===== src/rtl/adaptive_thresh_gen.sv =====
// Per-frame adaptive hysteresis thresholds: tracks the frame peak between sof/eof,
// then floors, optionally smooths and scales it into thresh_hi/thresh_lo.
module adaptive_thresh_gen #(
    parameter int DATA_W   = 20,
    parameter int FRAC_W   = 8,
    parameter int MIN_PEAK = 64,
    parameter int HI_INIT  = 200,
    parameter int LO_INIT  = 100,
    parameter int SMOOTH   = 0
) (
    input  logic              clk,
    input  logic              rst_n,
    input  logic              sof,
    input  logic              eof,
    input  logic              px_valid,
    input  logic [DATA_W-1:0] px_mag,
    input  logic [FRAC_W-1:0] hi_ratio,
    input  logic [FRAC_W-1:0] lo_ratio,
    output logic [DATA_W-1:0] peak_val,
    output logic [DATA_W-1:0] thresh_hi,
    output logic [DATA_W-1:0] thresh_lo,
    output logic              thresh_valid,
    output logic              busy,
    output logic              overrun
);
    localparam int P_W = DATA_W + FRAC_W;
    localparam logic [DATA_W-1:0] MIN_P = DATA_W'(MIN_PEAK);

    typedef enum logic [2:0] {IDLE, TRACK, PEAK, MULT, OUT} state_t;

    state_t            state_q, state_d;
    logic [DATA_W-1:0] run_max_q, run_max_d;
    logic [DATA_W-1:0] peak_q, peak_d;
    logic              first_q, first_d;
    logic [FRAC_W-1:0] hr_q, hr_d, lr_q, lr_d;
    logic [P_W-1:0]    hi_p_q, hi_p_d, lo_p_q, lo_p_d;
    logic [DATA_W-1:0] thi_q, thi_d, tlo_q, tlo_d;
    logic              tv_q, tv_d;
    logic              ovr_q, ovr_d;

    logic [DATA_W-1:0] px_in, floored, eff;
    logic [DATA_W:0]   sum;
    logic [P_W-1:0]    lo_min;

    assign px_in   = px_valid ? px_mag : '0;
    assign floored = (run_max_q > MIN_P) ? run_max_q : MIN_P;
    assign sum     = {1'b0, peak_q} + {1'b0, floored};
    assign eff     = (SMOOTH != 0 && !first_q) ? sum[DATA_W:1] : floored;
    // Clamp lo to hi before the shift so a ratio inversion can never put lo above hi.
    assign lo_min  = (lo_p_q < hi_p_q) ? lo_p_q : hi_p_q;
    assign busy    = (state_q == PEAK) || (state_q == MULT) || (state_q == OUT);

    always_comb begin
        state_d   = state_q;
        run_max_d = run_max_q;
        peak_d    = peak_q;
        first_d   = first_q;
        hr_d      = hr_q;
        lr_d      = lr_q;
        hi_p_d    = hi_p_q;
        lo_p_d    = lo_p_q;
        thi_d     = thi_q;
        tlo_d     = tlo_q;
        tv_d      = 1'b0;
        ovr_d     = ovr_q;
        case (state_q)
            IDLE: if (sof && !eof) begin
                state_d   = TRACK;
                run_max_d = px_in;
            end
            TRACK: begin
                if (px_valid && px_mag > run_max_q) run_max_d = px_mag;
                if (eof) begin
                    state_d = PEAK;
                    hr_d    = hi_ratio;
                    lr_d    = lo_ratio;
                end else if (sof) begin
                    run_max_d = px_in;
                end
            end
            PEAK: begin
                peak_d  = eff;
                first_d = 1'b0;
                state_d = MULT;
            end
            MULT: begin
                hi_p_d  = P_W'(peak_q) * P_W'(hr_q);
                lo_p_d  = P_W'(peak_q) * P_W'(lr_q);
                state_d = OUT;
            end
            OUT: begin
                thi_d   = hi_p_q[P_W-1:FRAC_W];
                tlo_d   = lo_min[P_W-1:FRAC_W];
                tv_d    = 1'b1;
                state_d = IDLE;
            end
            default: state_d = IDLE;
        endcase
        // A sof while the pipeline drains is dropped, not queued.
        if (sof && busy) ovr_d = 1'b1;
    end

    always_ff @(posedge clk or negedge rst_n) begin
        if (!rst_n) begin
            state_q   <= IDLE;
            run_max_q <= '0;
            peak_q    <= '0;
            first_q   <= 1'b1;
            hr_q      <= '0;
            lr_q      <= '0;
            hi_p_q    <= '0;
            lo_p_q    <= '0;
            thi_q     <= DATA_W'(HI_INIT);
            tlo_q     <= DATA_W'(LO_INIT);
            tv_q      <= 1'b0;
            ovr_q     <= 1'b0;
        end else begin
            state_q   <= state_d;
            run_max_q <= run_max_d;
            peak_q    <= peak_d;
            first_q   <= first_d;
            hr_q      <= hr_d;
            lr_q      <= lr_d;
            hi_p_q    <= hi_p_d;
            lo_p_q    <= lo_p_d;
            thi_q     <= thi_d;
            tlo_q     <= tlo_d;
            tv_q      <= tv_d;
            ovr_q     <= ovr_d;
        end
    end

    assign peak_val     = peak_q;
    assign thresh_hi    = thi_q;
    assign thresh_lo    = tlo_q;
    assign thresh_valid = tv_q;
    assign overrun      = ovr_q;
endmodule


===== config.mk =====
export PLATFORM = sky130hd
export DESIGN_NAME = adaptive_thresh_gen
export DESIGN_NICKNAME = d
export VERILOG_FILES = /design/src/rtl/adaptive_thresh_gen.sv
export SDC_FILE = /design/constraint.sdc
export NUM_CORES = 1
export LEC_CHECK = 0
export ABC_AREA = 1
export CORE_ASPECT_RATIO = 1.1
export CORE_MARGIN = 2
export CORE_UTILIZATION = 50
export CTS_CLUSTER_SIZE = 12
export DETAILED_ROUTE_END_ITERATION = 6
export PLACE_DENSITY_LB_ADDON = 0.25
export REMOVE_ABC_BUFFERS = 1
export SLEW_MARGIN = 10
export SYNTH_ARGS = -nofsm -noshare
export SYNTH_HDL_FRONTEND = slang
export SYNTH_SLANG_ARGS = --single-unit

===== constraint.sdc =====
create_clock -name clk -period 5.3 [get_ports clk]
set_clock_uncertainty 0.1 [all_clocks]
set_input_delay 1.06 -clock clk [delete_from_list [all_inputs] [get_ports clk]]
set_output_delay 1.06 -clock clk [all_outputs]
set_load 0.02 [all_outputs]

Yosys cells after proc, flatten, opt, wreduce, memory -nomap -nowiden
Cells that the tools add are included.
Storage, ports and cells
  flip-flop bits (word level): 157
  memories: 0
  memory bits (read-only): 0
  RAM bits: 0
  input bits: 41
  bits in latches: 0
Cells by class
  reduce and logical (&&, ||, !) cells: 11
  $add $sub $neg: 0
  equality and inequality tests: 6
  $mul: 2
  div/mod/pow operators: 0
  mux-type cells: 12
  shift operators: 0
  magnitude comparators: 3
  bitwise gates (word level): 0
Operators by type and width (count)
  20-bit 2-to-1 mux: 6
  20-bit by 8-bit multiplier with 28-bit output: 2
  20-bit case mux with 2 select lines: 1
  28-bit < comparator: 1
  28-bit 2-to-1 mux: 1
  20-bit > comparator: 1
  20-bit by 7-bit > comparator with 1-bit output (second input constant): 1
  3-bit case mux with 4 select lines: 1
  3-bit by 2-bit == test with 1-bit output (second input constant): 2
  3-bit 2-to-1 mux: 2
  2-bit AND reduction: 3
  2-bit inequality test (second input constant): 2
  3-bit by 1-bit == test with 1-bit output (second input constant): 1
  3-bit == test (second input constant): 1
  1-bit logical AND: 3
  3-bit logical NOT: 1
  1-bit logical OR: 2
  2-bit nonzero test: 1
  1-bit logical NOT: 1
  1-bit 2-to-1 mux: 1

Depth between registers and ports, before layout
  depth after elaboration: 6
  mapped depth: 24
  gate-level depth less buffers: 22

Least setup slack after synthesis
No wires, ideal clock.
  path type: flip-flop to flip-flop
  start: register peak_q[11], in the netlist peak_val[11]
  end: register lo_p_q[20]
  slack: 0.660 ns
  data required time: 5.074 ns
  arrival time: 4.414 ns
  period minus slack after synthesis: 4.640 ns
  cell stages (with the launch flop): 21
  cells stage by stage: dfrtp_1 > clkbuf_1 > clkbuf_1 > nand2_1 > fa_1 > inv_1 > fa_1 > fa_1 > inv_1 > fa_1 > inv_1 > ha_1 > nand2_1 > nor2_2 > inv_1 > nor3_2 > nand4_1 > nand3_1 > nand2_1 > nand3_1 > o21ai_0
On the way
  word-level cells in the longest chain between the ends: 1
Ends and longest elaborated chain
  start, declared: RTL line 33  | logic [DATA_W-1:0] peak_q, peak_d;
  start signal, assigned: RTL line 120  | peak_q <= peak_d;
  20-bit by 8-bit multiplier with 28-bit output: RTL line 88  | lo_p_d = P_W'(peak_q) * P_W'(lr_q);
  end signal, assigned: RTL line 125  | lo_p_q <= lo_p_d;
  end, declared: RTL line 36  | logic [P_W-1:0] hi_p_q, hi_p_d, lo_p_q, lo_p_d;
No other way between the ends.
A chain may end at the register's enable or synchronous reset.

Final worst setup path
  start: register peak_q[6], in the netlist peak_val[6]
  end: register lo_p_q[18]
The elaborated chain is that of the path after synthesis.

==> qor.yml <==
clock_network:
  cts_buffers: 17
  post-cts-setup-buffers: 0
  cts.clk_slew.worst_paths_ns: 0.07
  clock_latency_ns: 0.46
  holdBufCountCts: 0
  cts_resized: 0
  tritoncts: "built"
  clk_root_buffer_cell: "clkbuf_16"
  cts.path.max_buffers: 2
  cts.htree.levels: 4
  cts_num_sinks: 157
logic_synthesis:
  synth.distinct_cells: 42
  ys_seq_area_share_pct: 21.2
  syn_avg_cell_area_um2: 7.39
  synthArstFlopShare_pct: 100
  synth_largest_area_cell: "fa_1"
  synth_edf_count: 0
  netlist_top_cells_area: "fa_1 (23%), dfrtp_1 (20%), nand2_1 (15%)"
  synth_top_area_share_pct: 23.3
  yosysWarnings: 0
  synthFlopType: "dfrtp_1"
  syn_area_um2: 18600
  synth_seq_cells: 157
  synthCells: 2514
final_layout:
  nNetsFinal: 2952
  final_util_pct: 55.7
  final_common_cell: "nand2_1"
  syn2layout_area_growth_pct: 10.7
  final_cells: 3059
  antennaDiodeCount: 0
  drive_above_1_share_pct: 4.21
  design_area_um2: 20600
  layout_common_cells: "nand2_1 (748), inv_1 (583), fa_1 (216)"
detailed_routing:
  drc: 0
  dr.pass1.iters: 5
  vias: 15800
  ant_nets: 0
  post_drt_wl_per_cell_um: 16.1
  drt_iter0_drc: 1104
  routed_wl_um: 49200
  vias_per_cell: 5.16
global_route:
  antenna_found_initial: 0
  grt_first_pass_wirelength_um: 81100
  grt-ovfl-total: 0
  grt_pass1_vias: 15800
  grt_max_degree: 75
  grtUsageTotal_pct: 26.5
floorplan:
  start_util_pct: 50.3
  die-height_um: 206
  die_x_um: 188
  rows: 74
  io_pins: 104
  design.core.area_um2: 36900
  fp.dieArea_um2: 38700
setup_path:
  crit_top_cell: "fa_1"
  endpoint_kind: "register"
  rr_worst_depth: 15
  crit_required_ns: 5.51
  crit_arrival_ns: 5.27
  crit_type: "register to register"
  cpPeakStageDelay_ns: 0.93
  path_cells: "nand2_1, inv_1, fa_1, fa_1, fa_1, inv_1, fa_1, inv_1, ha_1, a21oi_1, o21ai_0, a21oi_1, nand2_1, xnor2_1, o21ai_1"
  start_kind: "register"
  cpMaxStageDelayCell: "dfrtp_1"
  crit_fanout: 18
sta:
  max_slew_margin_pct: 39.8
  post-route-min-period_ns: 5.07
  finalMaxSlewViolations: 0
  fmax_ghz: 0.197
  final.setup.tns_ns: 0
  rsz0062_at_grt: "false"
  post-route-period-util_pct: 95.6
  tightest_slew_ns: 0.903
  setup_viol: 0
  hold_viol: 0
placed_design:
  dp.cells: 3027
  gp_congestion: 0.932
  place_hpwl_um: 38200
  placed_cell_area_um2: 20000
  numPortBuffers: 103
run_status:
  status: "completed"
worst_hold_path:
  hold_class: "register to register"
  holdPathStages: 1
run:
  max-cap-violations: 0
## sequential cells by signal, indices dropped and copies added (netlist names), 3 cells and up
register   count
thresh_lo     20
hr_q           8
lr_q           8
peak_val      20
run_max_q     20
thresh_hi     20
lo_p_q        28
state_q        3
hi_p_q        28
## synth_stat cells (7+ instances only)
library cell	instances
a21o_1	7
a21oi_1	86
buf_2	19
clkbuf_1	92
dfrtp_1	151
fa_1	216
ha_1	143
inv_1	583
mux2_2	12
nand2_1	749
nand3_1	123
nand3b_1	24
nand4_1	22
nor2_1	70
o21ai_0	117
o21ai_1	11
xnor2_1	19
xor2_1	7
## routing by layer
layer	up-vias	GRT usage [%]	share of wire, %
met3	72	3.11	5.9
met1	7580	35.5	44
li1	7598	-	-
met4	0	9.42	3.0
met5	-	0	0
met2	537	44.6	47
## worst max-delay path, delay by kind of cell (launching register included)
kind | cells | cell delay, ns
fa+ha+maj | 5 | 2.38
flops | 1 | 0.93
compound gates | 4 | 0.80
xor+xnor | 1 | 0.25
simple gates | 2 | 0.22
buf+inv | 3 | 0.22
## area by class of cell
type	count	area, µm²
clock buffer	21	460
clock inverter	11	110
fill	3519	16400
inverter	589	2210
multi-input combinational	1653	12000
sequential	157	3940
tap	494	618
timing repair buffer	134	1260
## through the flow
step | setup WS [ns] | hold WS, ns
6_report | 0.233 | 0.372
5_1_grt | 0.000520 | 0.389
4_1_cts | 0.251 | 0.376
3_5_place_dp | 0.255 | 0.360
3_3_place_gp | 0.235 | 0.339
2_1_floorplan | 0.858 | 0.348
## final timing paths
path / slack [ns] / endpoint / startpoint
setup / recovery: 0.23 / lo_p_q[18]$_DFFE_PN0P_ / peak_val[6]$_DFFE_PN0N_
hold / removal: 0.37 / overrun$_DFFE_PN0P_ / overrun$_DFFE_PN0P_
setup reg to reg: 0.23 / lo_p_q[18]$_DFFE_PN0P_ / peak_val[6]$_DFFE_PN0N_
hold reg to reg: 0.37 / overrun$_DFFE_PN0P_ / overrun$_DFFE_PN0P_
max in group asynchronous: 3.44 / lr_q[7]$_DFFE_PN0P_ / rst_n
min in group asynchronous: 0.55 / hi_p_q[7]$_DFFE_PN0P_ / rst_n
## kinds of logic after synthesis
kind of cell / after synthesis / share of synthesized area [%]
and+or+nand+nor: 1012 / 22.4
buffers and inverters: 704 / 14.4
adders and majority gates: 359 / 32.9
AOI/OAI and AO/OA: 240 / 6.86
DFF: 157 / 21.2
xor gates and xnor gates: 26 / 1.22
muxes: 16 / 0.969
Power is left out: the tool's default activity adds up to more than one toggle a clock period on the data nets, which glitch-free logic cannot reach.
